$ cat src/rtl/sprite_rom_arbiter.sv
// Round-robin arbiter sharing one synchronous sprite ROM between NUM_REQ renderers.
// Bounded bursts allow back-to-back row fetches; read data returns tagged by a one-hot valid.
module sprite_rom_arbiter #(
  parameter int unsigned NUM_REQ     = 4,
  parameter int unsigned ADDR_BITS   = 14,
  parameter int unsigned DATA_WIDTH  = 8,
  parameter int unsigned MAX_BURST   = 4,
  parameter int unsigned ROM_LATENCY = 1
) (
  input  logic                           clk,
  input  logic                           rst_n,
  input  logic [NUM_REQ-1:0]             req,
  input  logic [NUM_REQ*ADDR_BITS-1:0]   req_addr,
  output logic [NUM_REQ-1:0]             gnt,
  output logic [NUM_REQ-1:0]             rd_valid,
  output logic [DATA_WIDTH-1:0]          rd_data,
  output logic                           rom_en,
  output logic [ADDR_BITS-1:0]           rom_addr,
  input  logic [DATA_WIDTH-1:0]          rom_data
);

  localparam int unsigned IdxW  = (NUM_REQ > 1) ? $clog2(NUM_REQ) : 1;
  localparam int unsigned CntW  = $clog2(MAX_BURST + 1);
  localparam int unsigned PipeW = ROM_LATENCY * NUM_REQ;
  localparam logic [CntW-1:0] MaxBurst = CntW'(MAX_BURST);
  localparam logic [IdxW-1:0] LastIdx  = IdxW'(NUM_REQ - 1);

  logic                 r_owner_valid;
  logic [IdxW-1:0]      r_owner;
  logic [IdxW-1:0]      r_rr_ptr;
  logic [CntW-1:0]      r_beat_cnt;
  logic [ADDR_BITS-1:0] r_rom_addr;
  logic [PipeW-1:0]     r_ret_pipe;

  logic                 w_keep;
  logic                 w_scan_hit;
  logic                 w_any;
  logic [IdxW-1:0]      w_cand;
  logic [IdxW-1:0]      w_scan_idx;
  logic [IdxW-1:0]      w_win;
  logic [NUM_REQ-1:0]   w_gnt;

  assign w_keep = r_owner_valid && req[r_owner] && (r_beat_cnt < MaxBurst);

  // Scan starts just after the last burst winner, so an expired owner comes last.
  always_comb begin
    w_scan_hit = 1'b0;
    w_scan_idx = '0;
    w_cand     = '0;
    for (int unsigned k = 1; k <= NUM_REQ; k++) begin
      w_cand = IdxW'((32'(r_rr_ptr) + k) % NUM_REQ);
      if (!w_scan_hit && req[w_cand]) begin
        w_scan_hit = 1'b1;
        w_scan_idx = w_cand;
      end
    end
  end

  assign w_win  = w_keep ? r_owner : w_scan_idx;
  assign w_any  = w_keep | w_scan_hit;
  assign w_gnt  = w_any ? (NUM_REQ'(1) << w_win) : '0;

  assign gnt      = w_gnt;
  assign rom_en   = w_any;
  assign rom_addr = w_any ? req_addr[32'(w_win) * ADDR_BITS +: ADDR_BITS] : r_rom_addr;

  assign rd_valid = r_ret_pipe[(ROM_LATENCY - 1) * NUM_REQ +: NUM_REQ];
  assign rd_data  = rom_data;

  always_ff @(posedge clk or negedge rst_n) begin
    if (!rst_n) begin
      r_owner_valid <= 1'b0;
      r_owner       <= '0;
      r_beat_cnt    <= '0;
      r_rr_ptr      <= LastIdx;
      r_rom_addr    <= '0;
      r_ret_pipe    <= '0;
    end else begin
      r_rom_addr <= rom_addr;
      r_ret_pipe <= (r_ret_pipe << NUM_REQ) | PipeW'(w_gnt);
      if (w_keep) begin
        r_beat_cnt <= r_beat_cnt + 1'b1;
      end else if (w_any) begin
        r_owner       <= w_win;
        r_owner_valid <= 1'b1;
        r_beat_cnt    <= CntW'(1);
        r_rr_ptr      <= w_win;
      end else begin
        r_owner_valid <= 1'b0;
        r_beat_cnt    <= '0;
      end
    end
  end

endmodule

$ cat config.mk
export PLATFORM = sky130hd
export DESIGN_NAME = sprite_rom_arbiter
export DESIGN_NICKNAME = d
export VERILOG_FILES = /design/src/rtl/sprite_rom_arbiter.sv
export SDC_FILE = /design/constraint.sdc
export NUM_CORES = 1
export LEC_CHECK = 0
export BUFFER_PORTS_ARGS = -buffer_cell sky130_fd_sc_hd__buf_2
export CAP_MARGIN = 20
export CORE_ASPECT_RATIO = 1.1
export CORE_MARGIN = 3
export CORE_UTILIZATION = 40
export CTS_CLUSTER_SIZE = 28
export DETAILED_ROUTE_END_ITERATION = 12
export PLACE_DENSITY = 0.78
export SLEW_MARGIN = 5
export SYNTH_ARGS = -nofsm -noshare
export SYNTH_HDL_FRONTEND = slang
export SYNTH_SLANG_ARGS = --single-unit
export TNS_END_PERCENT = 10
$ cat constraint.sdc
create_clock -name clk -period 2.7 [get_ports clk]
set_input_delay 0.135 -clock clk [delete_from_list [all_inputs] [get_ports clk]]
set_output_delay 0.135 -clock clk [all_outputs]
set_load 0.01 [all_outputs]
==> run metrics, run 1 <==
commonest cells in the synthesized netlist 32 x mux2i_1, 24 x dfrtp_1, 15 x nand2_1; die height 69.6 um; Hold WC Path Type in2reg; largest net degree at the start of global routing 27; Post-synth ARST share 100%; CTS tree built; slew margin rel. roughly three fifths; Skew-Pair Late Insertion Delay approximately 0.33 ns; H-tree levels 1; I/O pin cnt 101; Final Critical Period roughly 2.8 ns; starting density of the core approximately 43%; Core Box Area around 3400 sq um; count leader, synth mux2i_1; Power, Total 2.90 mW; Initial DRT Pass Iterations 4; post-route ant nets 0; initial antenna violation count 0; Finished Layout Cells ~270; worst r2r src r_owner[0]; Crit Reg-Reg Endpoint r_rom_addr[5]; Antenna Cells 0; Crit. End Element output port; gr ovfl total 0; DRT Wirelength 4.08 mm; Die Width approximately 64 um; Worst setup SP type register; worst path bufs/invs 4; outcome complete, but fails checks; Distinct cells, synth 27; RSZ-0062 raised after global routing true; Design Area, Final around 2200 sq um; die area 4440 sq um; Num CTS Buffers 3; CP cell instances buf_6, mux2i_4, o31ai_4, mux2i_4, buf_6, buf_12, mux2i_1, o221ai_2, buf_2; Fin. Hold Viols 0; Cell Area, Synth approximately 1500 sq um; clk root buf clkbuf_4; hold path endpoint r_rom_addr[12]; Clock Tree Buf Depth 2; Post-Syn Nets about 210; Worst Reg2Reg Path Length in Cells 12; leading area contributor after synthesis dfrtp_1; hold_ws about 0.14 ns; Max stage delay on crit path roughly 0.45 ns; Worst EP arrival ~2.6 ns; fmax about 360 MHz; Yosys warning count 0; Tcrit/Tclk final 102%; CTS clk-pin slew, worst paths 0.14 ns; worst hold start req_addr[26]; Rows 22; Pwr Density roughly 1300 nW/um^2; Worst Path Max Fanout 7; final core occ between 60% and 70%; failing checks negative setup slack; Synth Instances approximately 140; CTS Sinks 26; Max rail drop VDD about 800 uV; vias per cell 5.26; IO Port Bufs 84; DR vias approximately 1400; Synth area leaders dfrtp_1 41%, mux2i_1 22%, o221ai_1 8.3%; Worst-Margin Slew around 0.57 ns; WS Path Type reg2out; number of synthesized flops with an enable pin 0; Seq cells post-synth 26; hold depth 3; post-DP HPWL around 2.7 mm; Inst Count DP roughly 260; WP data required approximately 2.6 ns; Final Max Slew Viols 0; P_leak ~1.1 nW; max-cap viol count 0; routability congestion estimate around 0.84; Synth top area share between 40 and 50%; final worst setup slack -0.0612 ns; Starting DRT DRC Count between 50 and 60; Remaining DRCs 0; Crit-path slowest cell dfrtp_2; WL per Instance between 10 and 15 um; CP Depth 9; layout cells sized above 1 a little over half; placed cell area around 1900 sq um; vias in the first global route 1445; post-route setup TNS -0.345 ns; R2R Setup Slk about 0.040 ns; CP delay by family, top multiplexers; pre-CTS setup slack roughly 0.27 ns; synthesized area per cell around 11 sq um; clock skew 0.00746 ns; P&R area growth vs syn 50.4%; final setup fails 11; GRT Util Overall 18.6%; Top FF cell, synth dfrtp_1; layout net count 298; post-synthesis sequential area ratio ~44%; global-route wire length before repair roughly 6.6 mm
## kinds of logic (layout without fill, tap and decap cells)
family	after synthesis	in the layout	share of synthesized area (%)
mux	32	32	21.8
compound gates	27	27	14.9
fa+ha+maj	1	1	0.852
flops	26	26	44.5
buf+inv	20	109	7.50
simple gates	31	31	10.5
## cell usage in the layout, fill, tap and decap left out
cell type      count
o221ai_1          11
a31o_2             1
mux2i_1           28
buf_12             1
nand2b_4           1
nor2b_1            2
mux2i_2            2
o221ai_2           3
mux2i_4            2
dfstp_2            2
buf_6              6
dfrtp_1           23
nor3_1             1
and2_1             2
clkbuf_16          1
o22ai_1            1
bufinv_16          1
nor2_1             4
o21ai_1            1
o31ai_4            1
buf_4              6
and3_1             1
nand2_1           15
nand2b_1           3
nor4_4             1
a21boi_1           1
buf_2             84
a21o_1             5
dfrtp_2            1
buf_16             2
or3b_4             1
ha_1               1
a21oi_1            2
clkbuf_4           3
dlygate4sd3_1      1
inv_1              4
o22a_1             1
## worst max-delay path by stage
| stage | startpoint | endpoint | slack [ns] |
|---|---|---|---|
| 3_5_place_dp | r_owner[0] | rom_addr[12] | 0.27 |
| 5_1_grt | r_owner[0] | rom_addr[2] | -0.21 |
| 4_1_cts | r_owner[0] | rom_addr[4] | 0.01 |
| 3_3_place_gp | r_owner[0] | rom_addr[12] | 0.29 |
| 2_1_floorplan | r_owner[0] | r_rom_addr[5] | 0.35 |
| 6_report | r_owner[0] | rom_addr[12] | -0.06 |
## worst register-to-register path, delay by kind of cell, from the launching register on
| kind | cells | cell delay [ns] |
|---|---|---|
| buffers and inverters | 7 | 0.92 |
| multiplexers | 3 | 0.72 |
| flip-flops | 1 | 0.45 |
| AO/OA/AOI/OAI | 2 | 0.48 |
## repair_timing
item	4_1_cts	5_1_grt
pin swaps	3	4
endpoints found under the setup margin	14	15
buffers inserted	9	1
cloned	2	1
hold buffers	1	0
gates resized for setup	7	13
hold endpoints to repair	24	0
## sequential cells by signal, indices dropped and copies added, names as in the netlist
name and cells:
r_rr_ptr 2, r_rom_addr 14, rd_valid 4, r_beat_cnt 3, r_owner 2, r_owner_valid 1
## layout make-up
cell class	instances	area [sq um]
Clock buffer	3	22.5
Clock inverter	1	30.0
Fill cell	295	1230
Inverter	4	15.0
Multi-Input combinational cell	91	785
Sequential cell	26	654
Tap cell	48	60.1
Timing Repair Buffer	101	643
## metal layers
metal / vias up / global-route usage [%] / share of wire [%]
li1: 673 / - / -
met1: 719 / 22.9 / 42
met2: 43 / 32.1 / 53
met3: 6 / 4.54 / 5.0
met4: 0 / 5.04 / 0.71
met5: - / 0 / 0
## report_power, final
part	switching (mW)	internal [mW]	leakage [nW]	total, mW
Combinational	0.921	1.04	0.800	1.96
Clock	0.121	0.150	0.0279	0.271
Sequential	0.0786	0.585	0.310	0.664
Total	1.12	1.78	1.14	2.90
Power figures use the tool's default switching activity.
==> inputs of run 2 (changes only) <==
--- a/config.mk
+++ b/config.mk
@@ -13,6 +13,7 @@
 export CTS_CLUSTER_SIZE = 28
 export DETAILED_ROUTE_END_ITERATION = 12
 export PLACE_DENSITY = 0.78
+export SETUP_SLACK_MARGIN = 0.3
 export SLEW_MARGIN = 5
 export SYNTH_ARGS = -nofsm -noshare
 export SYNTH_HDL_FRONTEND = slang
==> run 2 against run 1 <==
  * The run still ends with negative setup slack left
  * Core utilization is 1.2 points higher
  * Clock power hardly changed
  * Combinational power is 5% higher
  * Global-route usage is 0.068 points higher
  * Setup slack better by 0.052 ns
  * Non-clock buffer count is 1 higher
  * Design area is 1.9% higher
  * Critical path type unchanged
  * Critical path depth stayed put
==> run metrics, run 2 (synthesis results as in run 1) <==
DR vias 1457 (+1.1%); H-tree levels 1 (unchanged); layout net count 299 (+0.34%); failing checks negative setup slack; die area 4440 sq um (unchanged); initial antenna violation count 0 (unchanged); Final Critical Period 2.71 ns (-0.0521 ns); Die Width 63.8 um (unchanged); WL per Instance 15.1 um (+1.5%); Antenna Cells 0 (unchanged); Pwr Density 1330 nW/um^2 (+1.3%); Max rail drop VDD 796 uV (-2.8%); clock skew 0.00582 ns (-0.00164 ns); Top reg by flops r_rom_addr; multi-input combinational cell area 802 sq um (+2.2%); placed cell area 1920 sq um (unchanged); Final Max Slew Viols 0 (unchanged); P&R area growth vs syn 53.2%; layout cells sized above 1 54.6% (+2.0 points); CTS tree built; Seq. cell area 654 sq um (unchanged); DRT Wirelength 4.16 mm (+1.9%); gr ovfl total 0 (unchanged); Clock Tree Buf Depth 2 (unchanged); Num CTS Buffers 3 (unchanged); clk root buf clkbuf_4; Tcrit/Tclk final 100% (-1.9 points); CTS clk-pin slew, worst paths 0.14 ns (about the same); Finished Layout Cells 275 (+0.36%); hold_ws 0.143 ns (+0.00733 ns); final setup fails 6 (-5); pre-CTS setup slack 0.269 ns (unchanged); die height 69.6 um (unchanged); P_leak 1.15 nW (+1.1%); starting density of the core 42.7% (unchanged); global-route wire length before repair 6.69 mm (+0.63%); Remaining DRCs 0 (unchanged); post-DP HPWL 2.74 mm (unchanged); post-route setup TNS -0.0353 ns (+0.310 ns); outcome complete, but fails checks; fill count 289 (-2.0%); Inst Count DP 257 (unchanged); I/O pin cnt 101 (unchanged); Crit-path slowest cell dfrtp_2; fmax 369 MHz (+1.9%); largest net degree at the start of global routing 27 (unchanged); Design Area, Final 2250 sq um (+1.9%); vias in the first global route 1451 (+0.42%); vias per cell 5.30 (+0.74%); Worst-Margin Slew 0.573 ns (-0.000731 ns); max-cap viol count 0 (unchanged); IO Port Bufs 84 (unchanged); Hold WC Path Type in2reg; Worst EP arrival 2.57 ns (-0.06 ns); routability congestion estimate 0.843 (unchanged); number of flip-flops in the largest register 14 (unchanged); Rows 22 (unchanged); commonest non-fill, non-tap cell in the layout buf_2; GRT Util Overall 18.7% (+0.068 points); WS Path Type reg2out; final worst setup slack -0.00912 ns (+0.0521 ns); WP data required 2.57 ns (about the same); RSZ-0062 raised after global routing true; Core Box Area 3440 sq um (unchanged); Worst setup SP type register; Crit. End Element output port; Worst Path Max Fanout 6 (-1); Power, Total 2.99 mW (+3.2%); final core occ 65.4% (+1.2 points); slew margin rel. 61.8% (+0.14 points); commonest cells after routing, fill and taps aside 82 x buf_2, 28 x mux2i_1, 23 x dfrtp_1, 15 x nand2_1, 11 x o221ai_1; post-route ant nets 0 (unchanged); CTS Sinks 26 (unchanged); CP cell instances buf_6, mux2i_4, o31ai_4, mux2i_4, buf_6, buf_16, mux2i_2, o221ai_2, buf_2; Fin. Hold Viols 0 (unchanged); Skew-Pair Late Insertion Delay 0.33 ns (about the same); Starting DRT DRC Count 78 (+39%); Max stage delay on crit path 0.45 ns (about the same); Initial DRT Pass Iterations 4 (unchanged)
[run 2: cell count changes in the layout (fill, tap and decap cells not counted), moves of 2 or more]
cell    previous run  this run
buf_2             84        82
nor2_2             0         2
buf_6              6         9
nor2_1             4         2
[run 2: power breakdown]
part / switching (mW) / internal, mW
logic: 0.944 / 1.11
registers: 0.0789 / 0.585
clock network: 0.120 / 0.150
[run 2: layout make-up]
class	instances	share of cell area [%]
repair buffers	102	29.6
clock buffers	3	1.00
clock inverters	1	1.33
well taps	48	2.67
flip-flops and latches	26	29.1
multi-input cells	91	35.6
inverters	4	0.667
[run 2: what timing repair did]
| item | in CTS | in global routing |
|---|---|---|
| pin swaps | 3 | 4 |
| setup endpoints to repair | 18 | 19 |
| hold buffers | 1 | 0 |
| resized for setup | 8 | 20 |
| buffers inserted | 10 | 0 |
| hold endpoints to repair | 24 | 0 |
| cloned | 2 | 1 |
[run 2: path summary, 6_finish.rpt]
kind	from	end	slack (ns)	cells past startpoint
worst max-delay path	r_owner[0]	rom_addr[7]	-0.009	9
worst min-delay path	req_addr[26]	r_rom_addr[12]	0.14	3
worst max register to register	r_owner[0]	r_rom_addr[5]	0.08	12
worst min register to register	r_beat_cnt[0]	r_beat_cnt[0]	0.48	1
max in group asynchronous	rst_n	r_owner[0]	1.97	2
min in group asynchronous	rst_n	r_rom_addr[7]	0.33	2
[run 2: critical path: cells and delay by family, from the launching register on]
kind | cells | cell delay (ns)
AOI/OAI and AO/OA | 2 | 0.46
muxes | 3 | 0.73
DFF | 1 | 0.45
buffers and inverters | 4 | 0.61
[run 2: layer usage]
metal  vias to the layer above  wire length [um]  part of all wire, %  GRT usage [%]
met3                         4               196                  4.7           4.05
li1                        677                 -                    -              -
met2                        41              2240                   54           32.3
met1                       735              1700                   41           23.3
met4                         0                19                 0.46           5.04
met5                         -                 0                    0              0
